### src/rtl/eth_parser_pkg.sv
// Shared Ethernet parser types: the frame metadata record and the lane-tagged
// record used by the metadata lane arbiter.
package eth_parser_pkg;

    // Per-frame metadata record produced by a lane packager.
    typedef struct packed {
        logic [47:0] dest_mac;
        logic [47:0] src_mac;
        logic [15:0] ethertype;
        logic        vlan_valid;
        logic [11:0] vlan_id;
        logic [15:0] frame_len;
    } eth_metadata_t;

    localparam int unsigned MAX_META_LANES  = 8;
    localparam int unsigned META_DROP_CNT_W = 16;
    localparam int unsigned META_LANE_IDX_W = $clog2(MAX_META_LANES);

    // Metadata record tagged with its source lane.
    typedef struct packed {
        eth_metadata_t               meta;
        logic [META_LANE_IDX_W-1:0]  lane;
    } eth_meta_lane_t;

endpackage

### src/rtl/metadata_lane_arbiter_rr_arbiter.sv
// Combinational round-robin picker: first request after last_grant, wrapping.
module rr_arbiter #(
    parameter  int unsigned NUM_LANES = 4,
    localparam int unsigned LANE_W    = $clog2(NUM_LANES)
) (
    input  logic [NUM_LANES-1:0] req,
    input  logic [LANE_W-1:0]    last_grant,
    input  logic                 en,
    output logic [NUM_LANES-1:0] grant_c,
    output logic [LANE_W-1:0]    grant_idx_c,
    output logic                 any_grant_c
);

    logic [LANE_W-1:0] idx;

    // Scan lanes starting one past the previous winner; first hit wins.
    always_comb begin
        grant_c     = '0;
        grant_idx_c = '0;
        any_grant_c = 1'b0;
        idx         = '0;
        for (int k = 1; k <= int'(NUM_LANES); k++) begin
            idx = LANE_W'((32'(last_grant) + 32'(k)) % NUM_LANES);
            if (en && !any_grant_c && req[idx]) begin
                grant_c[idx] = 1'b1;
                grant_idx_c  = idx;
                any_grant_c  = 1'b1;
            end
        end
    end

endmodule

### src/rtl/metadata_lane_arbiter.sv
// Merges single-cycle metadata records from parallel parser lanes onto one
// valid/ready output channel. One holding slot per lane, round-robin grant.
// Optional per-lane drop counters: define METADATA_ARB_STATS_EN.
module metadata_lane_arbiter
    import eth_parser_pkg::*;
#(
    parameter  int unsigned NUM_LANES = 4,
    localparam int unsigned LANE_W    = $clog2(NUM_LANES)
) (
    input  logic                                   clk,
    input  logic                                   rst_n,
    input  eth_metadata_t [NUM_LANES-1:0]          in_metadata,
    input  logic [NUM_LANES-1:0]                   in_valid,
    output eth_metadata_t                          out_metadata,
    output logic [LANE_W-1:0]                      out_lane,
    output logic                                   out_valid,
    input  logic                                   out_ready,
    output logic [NUM_LANES-1:0]                   drop_pulse
`ifdef METADATA_ARB_STATS_EN
    ,
    output logic [NUM_LANES-1:0][META_DROP_CNT_W-1:0] drop_count
`endif
);

    eth_metadata_t [NUM_LANES-1:0] slot_q;
    logic [NUM_LANES-1:0]          full_q;
    logic [LANE_W-1:0]             last_grant_q;
    eth_meta_lane_t                out_q;

    logic                          load_c;
    logic [NUM_LANES-1:0]          grant_c;
    logic [LANE_W-1:0]             grant_idx_c;
    logic                          any_grant_c;

    assign load_c       = !out_valid || out_ready;
    assign out_metadata = out_q.meta;
    assign out_lane     = LANE_W'(out_q.lane);

    rr_arbiter #(.NUM_LANES(NUM_LANES)) u_rr_arbiter (
        .req         (full_q),
        .last_grant  (last_grant_q),
        .en          (load_c),
        .grant_c     (grant_c),
        .grant_idx_c (grant_idx_c),
        .any_grant_c (any_grant_c)
    );

    // Lane slots: capture when empty or being drained this edge, else drop.
    always_ff @(posedge clk or negedge rst_n) begin
        if (!rst_n) begin
            slot_q     <= '0;
            full_q     <= '0;
            drop_pulse <= '0;
        end else begin
            for (int i = 0; i < int'(NUM_LANES); i++) begin
                if (in_valid[i] && (!full_q[i] || grant_c[i])) begin
                    slot_q[i] <= in_metadata[i];
                    full_q[i] <= 1'b1;
                end else if (grant_c[i]) begin
                    full_q[i] <= 1'b0;
                end
            end
            drop_pulse <= in_valid & full_q & ~grant_c;
        end
    end

    // Output register and round-robin pointer; pointer moves only on a grant.
    always_ff @(posedge clk or negedge rst_n) begin
        if (!rst_n) begin
            out_q        <= '0;
            out_valid    <= 1'b0;
            last_grant_q <= LANE_W'(NUM_LANES - 1);
        end else if (load_c) begin
            if (any_grant_c) begin
                out_q.meta   <= slot_q[grant_idx_c];
                out_q.lane   <= META_LANE_IDX_W'(grant_idx_c);
                out_valid    <= 1'b1;
                last_grant_q <= grant_idx_c;
            end else begin
                out_valid    <= 1'b0;
            end
        end
    end

`ifdef METADATA_ARB_STATS_EN
    // Saturating per-lane drop counters, cleared only by reset.
    always_ff @(posedge clk or negedge rst_n) begin
        if (!rst_n) begin
            drop_count <= '0;
        end else begin
            for (int i = 0; i < int'(NUM_LANES); i++) begin
                if (drop_pulse[i] && (drop_count[i] != '1)) begin
                    drop_count[i] <= drop_count[i] + META_DROP_CNT_W'(1);
                end
            end
        end
    end
`else
    // Statistics counters not built in this configuration.
`endif

endmodule

### config.mk
export PLATFORM = sky130hd
export DESIGN_NAME = metadata_lane_arbiter
export DESIGN_NICKNAME = d
export VERILOG_FILES = /design/src/rtl/eth_parser_pkg.sv /design/src/rtl/metadata_lane_arbiter_rr_arbiter.sv /design/src/rtl/metadata_lane_arbiter.sv
export SDC_FILE = /design/constraint.sdc
export NUM_CORES = 1
export LEC_CHECK = 0
export BUFFER_PORTS_ARGS = -buffer_cell sky130_fd_sc_hd__clkbuf_2
export CAP_MARGIN = 20
export CORE_MARGIN = 2
export CORE_UTILIZATION = 30
export CTS_BUF_LIST = sky130_fd_sc_hd__clkbuf_4
export DETAILED_ROUTE_END_ITERATION = 12
export PLACE_DENSITY = 0.47
export SKIP_CTS_REPAIR_TIMING = 1
export SYNTH_ARGS = -nofsm -noshare
export SYNTH_HDL_FRONTEND = slang
export SYNTH_SLANG_ARGS = --single-unit
### constraint.sdc
create_clock -name clk -period 6 [get_ports clk]
set_input_delay 1.2 -clock clk [delete_from_list [all_inputs] [get_ports clk]]
set_output_delay 1.2 -clock clk [all_outputs]
set_load 0.005 [all_outputs]
Yosys cells after proc, flatten, opt, wreduce, memory -nomap -nowiden
Index checks and enable logic that the tools add are counted.
{"block": "totals", "regBits": 718, "inputBits": 571, "word_cells": 129}
{"block": "classes", "add_sub_neg": 4, "n_lt_le_gt_ge": 9, "muxes": 39, "bitwise": 6, "n_reduce_logical": 33}
{"operator": "binary-select mux 141 bit (select 2 bit)", "n": 1}
{"operator": "two-way mux 141 bit", "n": 1}
{"operator": "two-way mux 1 bit", "n": 21}
{"operator": "two-way mux 4 bit", "n": 4}
{"operator": "logical AND 1 bit", "n": 15}
{"operator": "< comparator 2 x 3 -> 1 bit, second input constant", "n": 5}
{"operator": "bitwise OR 4 bit", "n": 3}
{"operator": "AND 4 bit", "n": 2}
{"operator": "binary-select mux 1 bit (select 2 bit)", "n": 4}
{"operator": "demux 1 bit (select 2 bit)", "n": 4}
{"operator": ">= comparator 2 x 1 -> 1 bit, second input constant", "n": 4}
{"operator": "zero test 1 bit", "n": 8}
{"operator": "two-way mux 2 bit", "n": 4}
{"operator": "nonzero test 2 bit", "n": 4}
{"operator": "logical OR 1 bit", "n": 5}
{"operator": "adder 2 x 1 -> 2 bit, second input constant", "n": 2}
{"operator": "adder 2 bit, second input constant", "n": 2}
{"operator": "NOT 4 bit", "n": 1}
{"operator": "AND reduction 2 bit", "n": 1}

Longest topological paths before layout
{"block": "depth", "depth_word": 20, "mapped_depth": 14}

Modules after synthesis
A second synthesis with hierarchy kept.
{"block": "unflattened", "cells_unflattened": 1764, "hier_area_um2": 30331.6}
{"module": "metadata_lane_arbiter", "instances": 1, "cells_per_inst": 1699, "area_per_inst_um2": 29809.8, "seq_area_each_um2": 17969.7}
{"module": "rr_arbiter", "instances": 1, "cells_per_inst": 65, "area_per_inst_um2": 521.8, "seq_area_each_um2": 0.0}

Worst setup path after synthesis
OpenSTA, ideal clock, no wires.
{"block": "synth_path", "path_type": "reg2reg", "startpoint": "register last_grant_q[0]", "endpoint": "register slot_q[0] (netlist bit)", "arrival_ps": 3214, "path_slack_ps": 2661, "path_stages_with_launch": 14, "path_buffers": 5, "synth_period_minus_slack_ps": 3339, "cell_sequence": "dfstp_2 buf_6 buf_2 inv_1 ha_1 mux4_2 nor3_2 o211ai_2 o2111a_1 nor2b_1 buf_2 buf_6 buf_6 mux2_4"}
{"block": "synth_via", "elab_chain_len": 19, "elab_cells_between_ends": 54, "cone_classes": "add/sub: 4; order compare: 8; mux: 23; bitwise: 3; reduce/logical: 16"}
{"element": "start: declaration", "line_no": "metadata_lane_arbiter.sv:27", "text": "logic [LANE_W-1:0] last_grant_q;"}
{"element": "start signal: assignment", "line_no": "metadata_lane_arbiter.sv:72", "text": "last_grant_q <= LANE_W'(NUM_LANES - 1);"}
{"element": "start signal: assignment", "line_no": "metadata_lane_arbiter.sv:78", "text": "last_grant_q <= grant_idx_c;"}
{"element": "branches (longest 16 deep; another with < comparator 2 x 3 -> 1 bit)"}
{"element": "two-way mux 4 bit (*)", "line_no": "metadata_lane_arbiter_rr_arbiter.sv:24", "text": "if (en && !any_grant_c && req[idx]) begin"}
{"element": "logical OR 1 bit (*)", "line_no": "metadata_lane_arbiter.sv:56", "text": "if (in_valid[i] && (!full_q[i] || grant_c[i])) begin"}
{"element": "logical AND 1 bit (*)", "line_no": "metadata_lane_arbiter.sv:56"}
{"element": "end signal: indexed assignment", "line_no": "metadata_lane_arbiter.sv:57", "text": "slot_q[i] <= in_metadata[i];"}
{"element": "end: declaration", "line_no": "metadata_lane_arbiter.sv:25", "text": "eth_metadata_t [NUM_LANES-1:0] slot_q;"}
Every way passes the cells marked *. The select of a mux whose other input is x is not followed.
A chain may end at the register's enable or synchronous reset.

Worst setup path after layout
{"block": "layout_path", "startpoint": "register last_grant_q[0]", "endpoint": "register out_q (netlist bit out_metadata[129])"}
{"block": "layout_via", "elab_chain_len": 19, "elab_cells_between_ends": 33, "cone_classes": "add/sub: 4; mux: 18; reduce/logical: 11"}
{"element": "adder 2 x 1 -> 2 bit", "line_no": "metadata_lane_arbiter_rr_arbiter.sv:23", "text": "idx = LANE_W'((32'(last_grant) + 32'(k)) % NUM_LANES);"}
{"element": "binary-select mux 1 bit (select 2 bit)", "line_no": "metadata_lane_arbiter_rr_arbiter.sv:24"}
{"element": "two-way mux 1 bit (implied by the code)", "line_no": "metadata_lane_arbiter_rr_arbiter.sv:24"}
{"element": "logical AND 1 bit", "line_no": "metadata_lane_arbiter_rr_arbiter.sv:24"}
{"element": "two-way mux 1 bit", "line_no": "metadata_lane_arbiter_rr_arbiter.sv:24"}
{"element": "zero test 1 bit", "line_no": "metadata_lane_arbiter_rr_arbiter.sv:24"}
{"element": "logical AND 1 bit (2 in a row)", "line_no": "metadata_lane_arbiter_rr_arbiter.sv:24"}
{"element": "two-way mux 1 bit", "line_no": "metadata_lane_arbiter_rr_arbiter.sv:24"}
{"element": "zero test 1 bit", "line_no": "metadata_lane_arbiter_rr_arbiter.sv:24"}
{"element": "logical AND 1 bit (2 in a row)", "line_no": "metadata_lane_arbiter_rr_arbiter.sv:24"}
{"element": "two-way mux 1 bit", "line_no": "metadata_lane_arbiter_rr_arbiter.sv:24"}
{"element": "zero test 1 bit", "line_no": "metadata_lane_arbiter_rr_arbiter.sv:24"}
{"element": "logical AND 1 bit (2 in a row)", "line_no": "metadata_lane_arbiter_rr_arbiter.sv:24"}
{"element": "two-way mux 2 bit", "line_no": "metadata_lane_arbiter_rr_arbiter.sv:24"}
{"element": "binary-select mux 141 bit (select 2 bit)", "line_no": "metadata_lane_arbiter.sv:75", "text": "out_q.meta <= slot_q[grant_idx_c];"}
{"element": "two-way mux 141 bit (implied by the code)", "line_no": "metadata_lane_arbiter.sv:75"}
{"element": "end: declaration", "line_no": "metadata_lane_arbiter.sv:28", "text": "eth_meta_lane_t out_q;"}
Parallel ways exist; a longest one is shown, timed or not. The select of a mux whose other input is x is not followed.

==> reports/metrics.csv <==
stage;metric;value;unit
outcome;status;complete, no violations;
timing;Fin. Hold Viols;0;
global_routing;largest net degree at the start of global routing;151;
routing;routed vias/inst;4.74;
cells_and_area;Final Instance Area;0.0402;sq mm
routing;vias;21372;
timing;Setup TNS Final;0;ps
yosys;Synthesized Nets;2680;
power;Pwr Total;25.3;mW
global_routing;number of antenna violations at the first check in global routing;44;
yosys;synth unique cells;51;
global_routing;global-route wire length before repair;158;mm
cells_and_area;final-stage net count;3508;
cells_and_area;share of layout cells above drive strength 1;0.537;
routing;routed len/inst;23.6;um
critical_path;CP Data Required Time;6940;ps
global_routing;Total GRT Usage;0.189;
power;Flop pwr share;0.353;
timing;min cycle time layout;4790;ps
critical_path;Arrival @ worst endpoint;5730;ps
cts;Skew-Pair Late Insertion Delay;1090;ps
timing;Max Clk Rate;209;MHz
placement;DP HPWL;71.2;mm
cts;CTS Root Cell;clkbuf_4;
yosys;adder-cell share of the synthesized area;0.00307;
yosys;Top FF cell, synth;dfrtp_1;
power;Net Sw Power;9.28;mW
cts;CTS tree;yes;
global_routing;number of global-route vias before repair;24293;
yosys;Post-synth EDFFs;0;
die;chip height;334;um
die;io pins;719;
global_routing;GR peak layer;met2;
timing;worst relative slew slack;0.268;
timing;slew at the pin closest to its max-slew limit;1100;ps
cts;# clock sinks;718;
routing;Post-DRT Antenna Nets;0;
cells_and_area;most frequent cells in the layout;717 x clkbuf_2, 716 x dfrtp_1, 360 x mux2_4, 300 x clkbuf_4, 285 x mux2i_1;
yosys;Synth Instances;2101;
cts;Clk pin slew, worst setup/hold paths;60;ps
routing;drt first pass iters;4;
critical_path;kind of critical path;flip-flop to flip-flop;
run;max cap viols;0;
die;row cnt;120;
power;Comb pwr share;0.470;
cells_and_area;Area Overhead vs Synth;23.3;%
min_path;min-delay worst type;input pin to asynchronous set/reset pin;
routing;DRC viols;0;
critical_path;CP endpoint kind;flip-flop;
placement;GPL Wtd Cong;0.816;
yosys;area of the mapped netlist;0.0326;sq mm
power;Pwr Density;630;mW/mm^2
die;Die X;334;um
yosys;Synth Area in Simple Gates;0.0259;
die;die area;0.111;sq mm
timing;RSZ-0062 raised after global routing;false;
yosys;Compound-Gate Fraction of Synth Area;0.0602;
critical_path;startpoint type of the worst setup path;flip-flop;
power;Pleak;19.1;nW
cells_and_area;fillers;10481;
timing;Final Max Tran Viols;0;
cts;TritonCTS buffer count;204;
power;VDD IR max;0.408;mV
power;Int Power;16.1;mW
global_routing;GR Util met3;0.0706;
cts;htree depth;4;
yosys;Yosys warning total;0;
yosys;Synth Area per Inst;15.5;sq um
global_routing;met2 Track Usage GR;0.307;
die;core box area;0.108;sq mm
cells_and_area;commonest non-fill, non-tap cell in the layout;clkbuf_2;
yosys;Seq/Total Area, Yosys;0.551;
yosys;main combinational cell family by area after synthesis;multiplexers;
global_routing;GR Util met1;0.229;
placement;IO buf count;718;
power;clock power share;0.177;
global_routing;total gr overflow;0;
critical_path;maximum fanout along the worst path;34;
yosys;mux cell area share after synthesis;0.326;
placement;Post-Place Cell Area;0.0377;sq mm
die;Initial Util;0.304;
yosys;xor/xnor share of the synthesized area;0;
routing;Routed WL;106;mm
routing;First DRT Iteration DRCs;911;
yosys;FFs w/ async S/R, synth;1.00;
timing;final setup violation count;0;
timing;skew final;70.1;ps
power;switching share of power;0.366;
timing;Tcrit/Tclk final;0.799;
yosys;synthesized flop and latch total;718;
cts;CTS Buffer Depth;3;
[layout make-up]
type | instances | area, sq um | share of cell area
clock buffer | 300 | 2250 | 0.0560
clock inverter | 55 | 255 | 0.00634
tap | 1403 | 1760 | 0.0436
timing repair buffer | 771 | 4290 | 0.107
antenna | 24 | 60.1 | 0.00149
multi-input combinational | 1226 | 13600 | 0.339
sequential | 718 | 18000 | 0.447
inverter | 8 | 30.0 | 0.000746
[worst max-delay path: stages, from the launching register on]
cell      delay [ps]
dfstp_2          840
inv_1            200
ha_1             560
inv_1            110
nor3_1           620
or2_2            280
o21a_4           510
nand3_4          680
buf_4            520
o221ai_1         230
[cell usage after synthesis, drive strengths merged, types with 2 or more instances]
| cell | n | share of area |
|---|---|---|
| a221oi | 81 | 0.037 |
| mux4 | 3 | 0.0021 |
| ha | 8 | 0.0031 |
| o21ai | 10 | 0.0015 |
| nor2b | 7 | 0.0013 |
| mux2i | 285 | 0.087 |
| nand3 | 2 | 0.00031 |
| and3 | 2 | 0.00038 |
| clkbuf | 28 | 0.0033 |
| buf | 121 | 0.030 |
| a21o | 3 | 0.00069 |
| nor2 | 85 | 0.0098 |
| or2 | 5 | 0.00096 |
| mux2 | 564 | 0.24 |
| nand2 | 67 | 0.0077 |
| o2111a | 4 | 0.0014 |
| nor3 | 5 | 0.00092 |
| nor3b | 4 | 0.00092 |
| dfrtp | 716 | 0.55 |
| nor4b | 2 | 0.00054 |
| dfstp | 2 | 0.0016 |
| and2 | 9 | 0.0017 |
| o221ai | 61 | 0.016 |
| inv | 8 | 0.00092 |
| o211ai | 5 | 0.0013 |
[cells by family (layout without fill, tap and decap cells)]
group,after synthesis,after routing
multiplexers,852,852
flip-flops,718,718
AND/OR/NAND/NOR,194,194
AO/OA/AOI/OAI,172,172
buffers and inverters,157,1134
adder cells (fa/ha/maj),8,8
other,0,24
[path summary, 6_finish.rpt]
path,from,endpoint,slack (ps),depth (start not counted)
worst max-delay path,last_grant_q[0]$_DFFE_PN1P_,out_metadata[129]$_DFFE_PN0P_,1210,9
worst min-delay path,rst_n,slot_q[525]$_DFFE_PN0P_,170,1
worst max register to register,last_grant_q[0]$_DFFE_PN1P_,out_metadata[129]$_DFFE_PN0P_,1210,9
worst min register to register,out_lane[1]$_DFFE_PN0P_,out_lane[1]$_DFFE_PN0P_,480,2
max in group asynchronous,rst_n,slot_q[441]$_DFFE_PN0P_,4350,2
min in group clk,in_metadata[425],slot_q[425]$_DFFE_PN0P_,310,2
[metrics by stage]
stage | hold WS (ps) | instances | utilization | worst slack [ps]
after floorplan | 457 | 2101 | - | 2660
final | 174 | 4505 | 0.374 | 1210
after CTS | 64.4 | 4481 | 0.374 | 1150
after global routing | 79.2 | 4503 | 0.374 | 792
after detailed placement | 467 | 4126 | 0.350 | 1220
after global placement | 464 | 4126 | 0.350 | 1270
[registers in the layout, summed over array words and instances, names as in the netlist]
signal        cells
drop_pulse        4
full_q            4
last_grant_q      2
out_lane          2
out_metadata    141
out_valid         1
slot_q          564
[layer usage]
| layer | up-vias | part of all wire |
|---|---|---|
| li1 | 9478 | - |
| met4 | 54 | 0.028 |
| met2 | 718 | 0.48 |
| met5 | - | 0.0029 |
| met1 | 10868 | 0.41 |
| met3 | 254 | 0.080 |
[power by group through the flow]
stage	Combinational, mW	Sequential (mW)	Clock (mW)
finish	11.9	8.95	4.49
global route	12.8	9.25	4.96
CTS	12.1	8.94	4.69
detailed placement	12.1	8.99	0
global placement	11.8	8.92	0
floorplan	9.10	8.52	0
(Power assumes the default switching activity.)
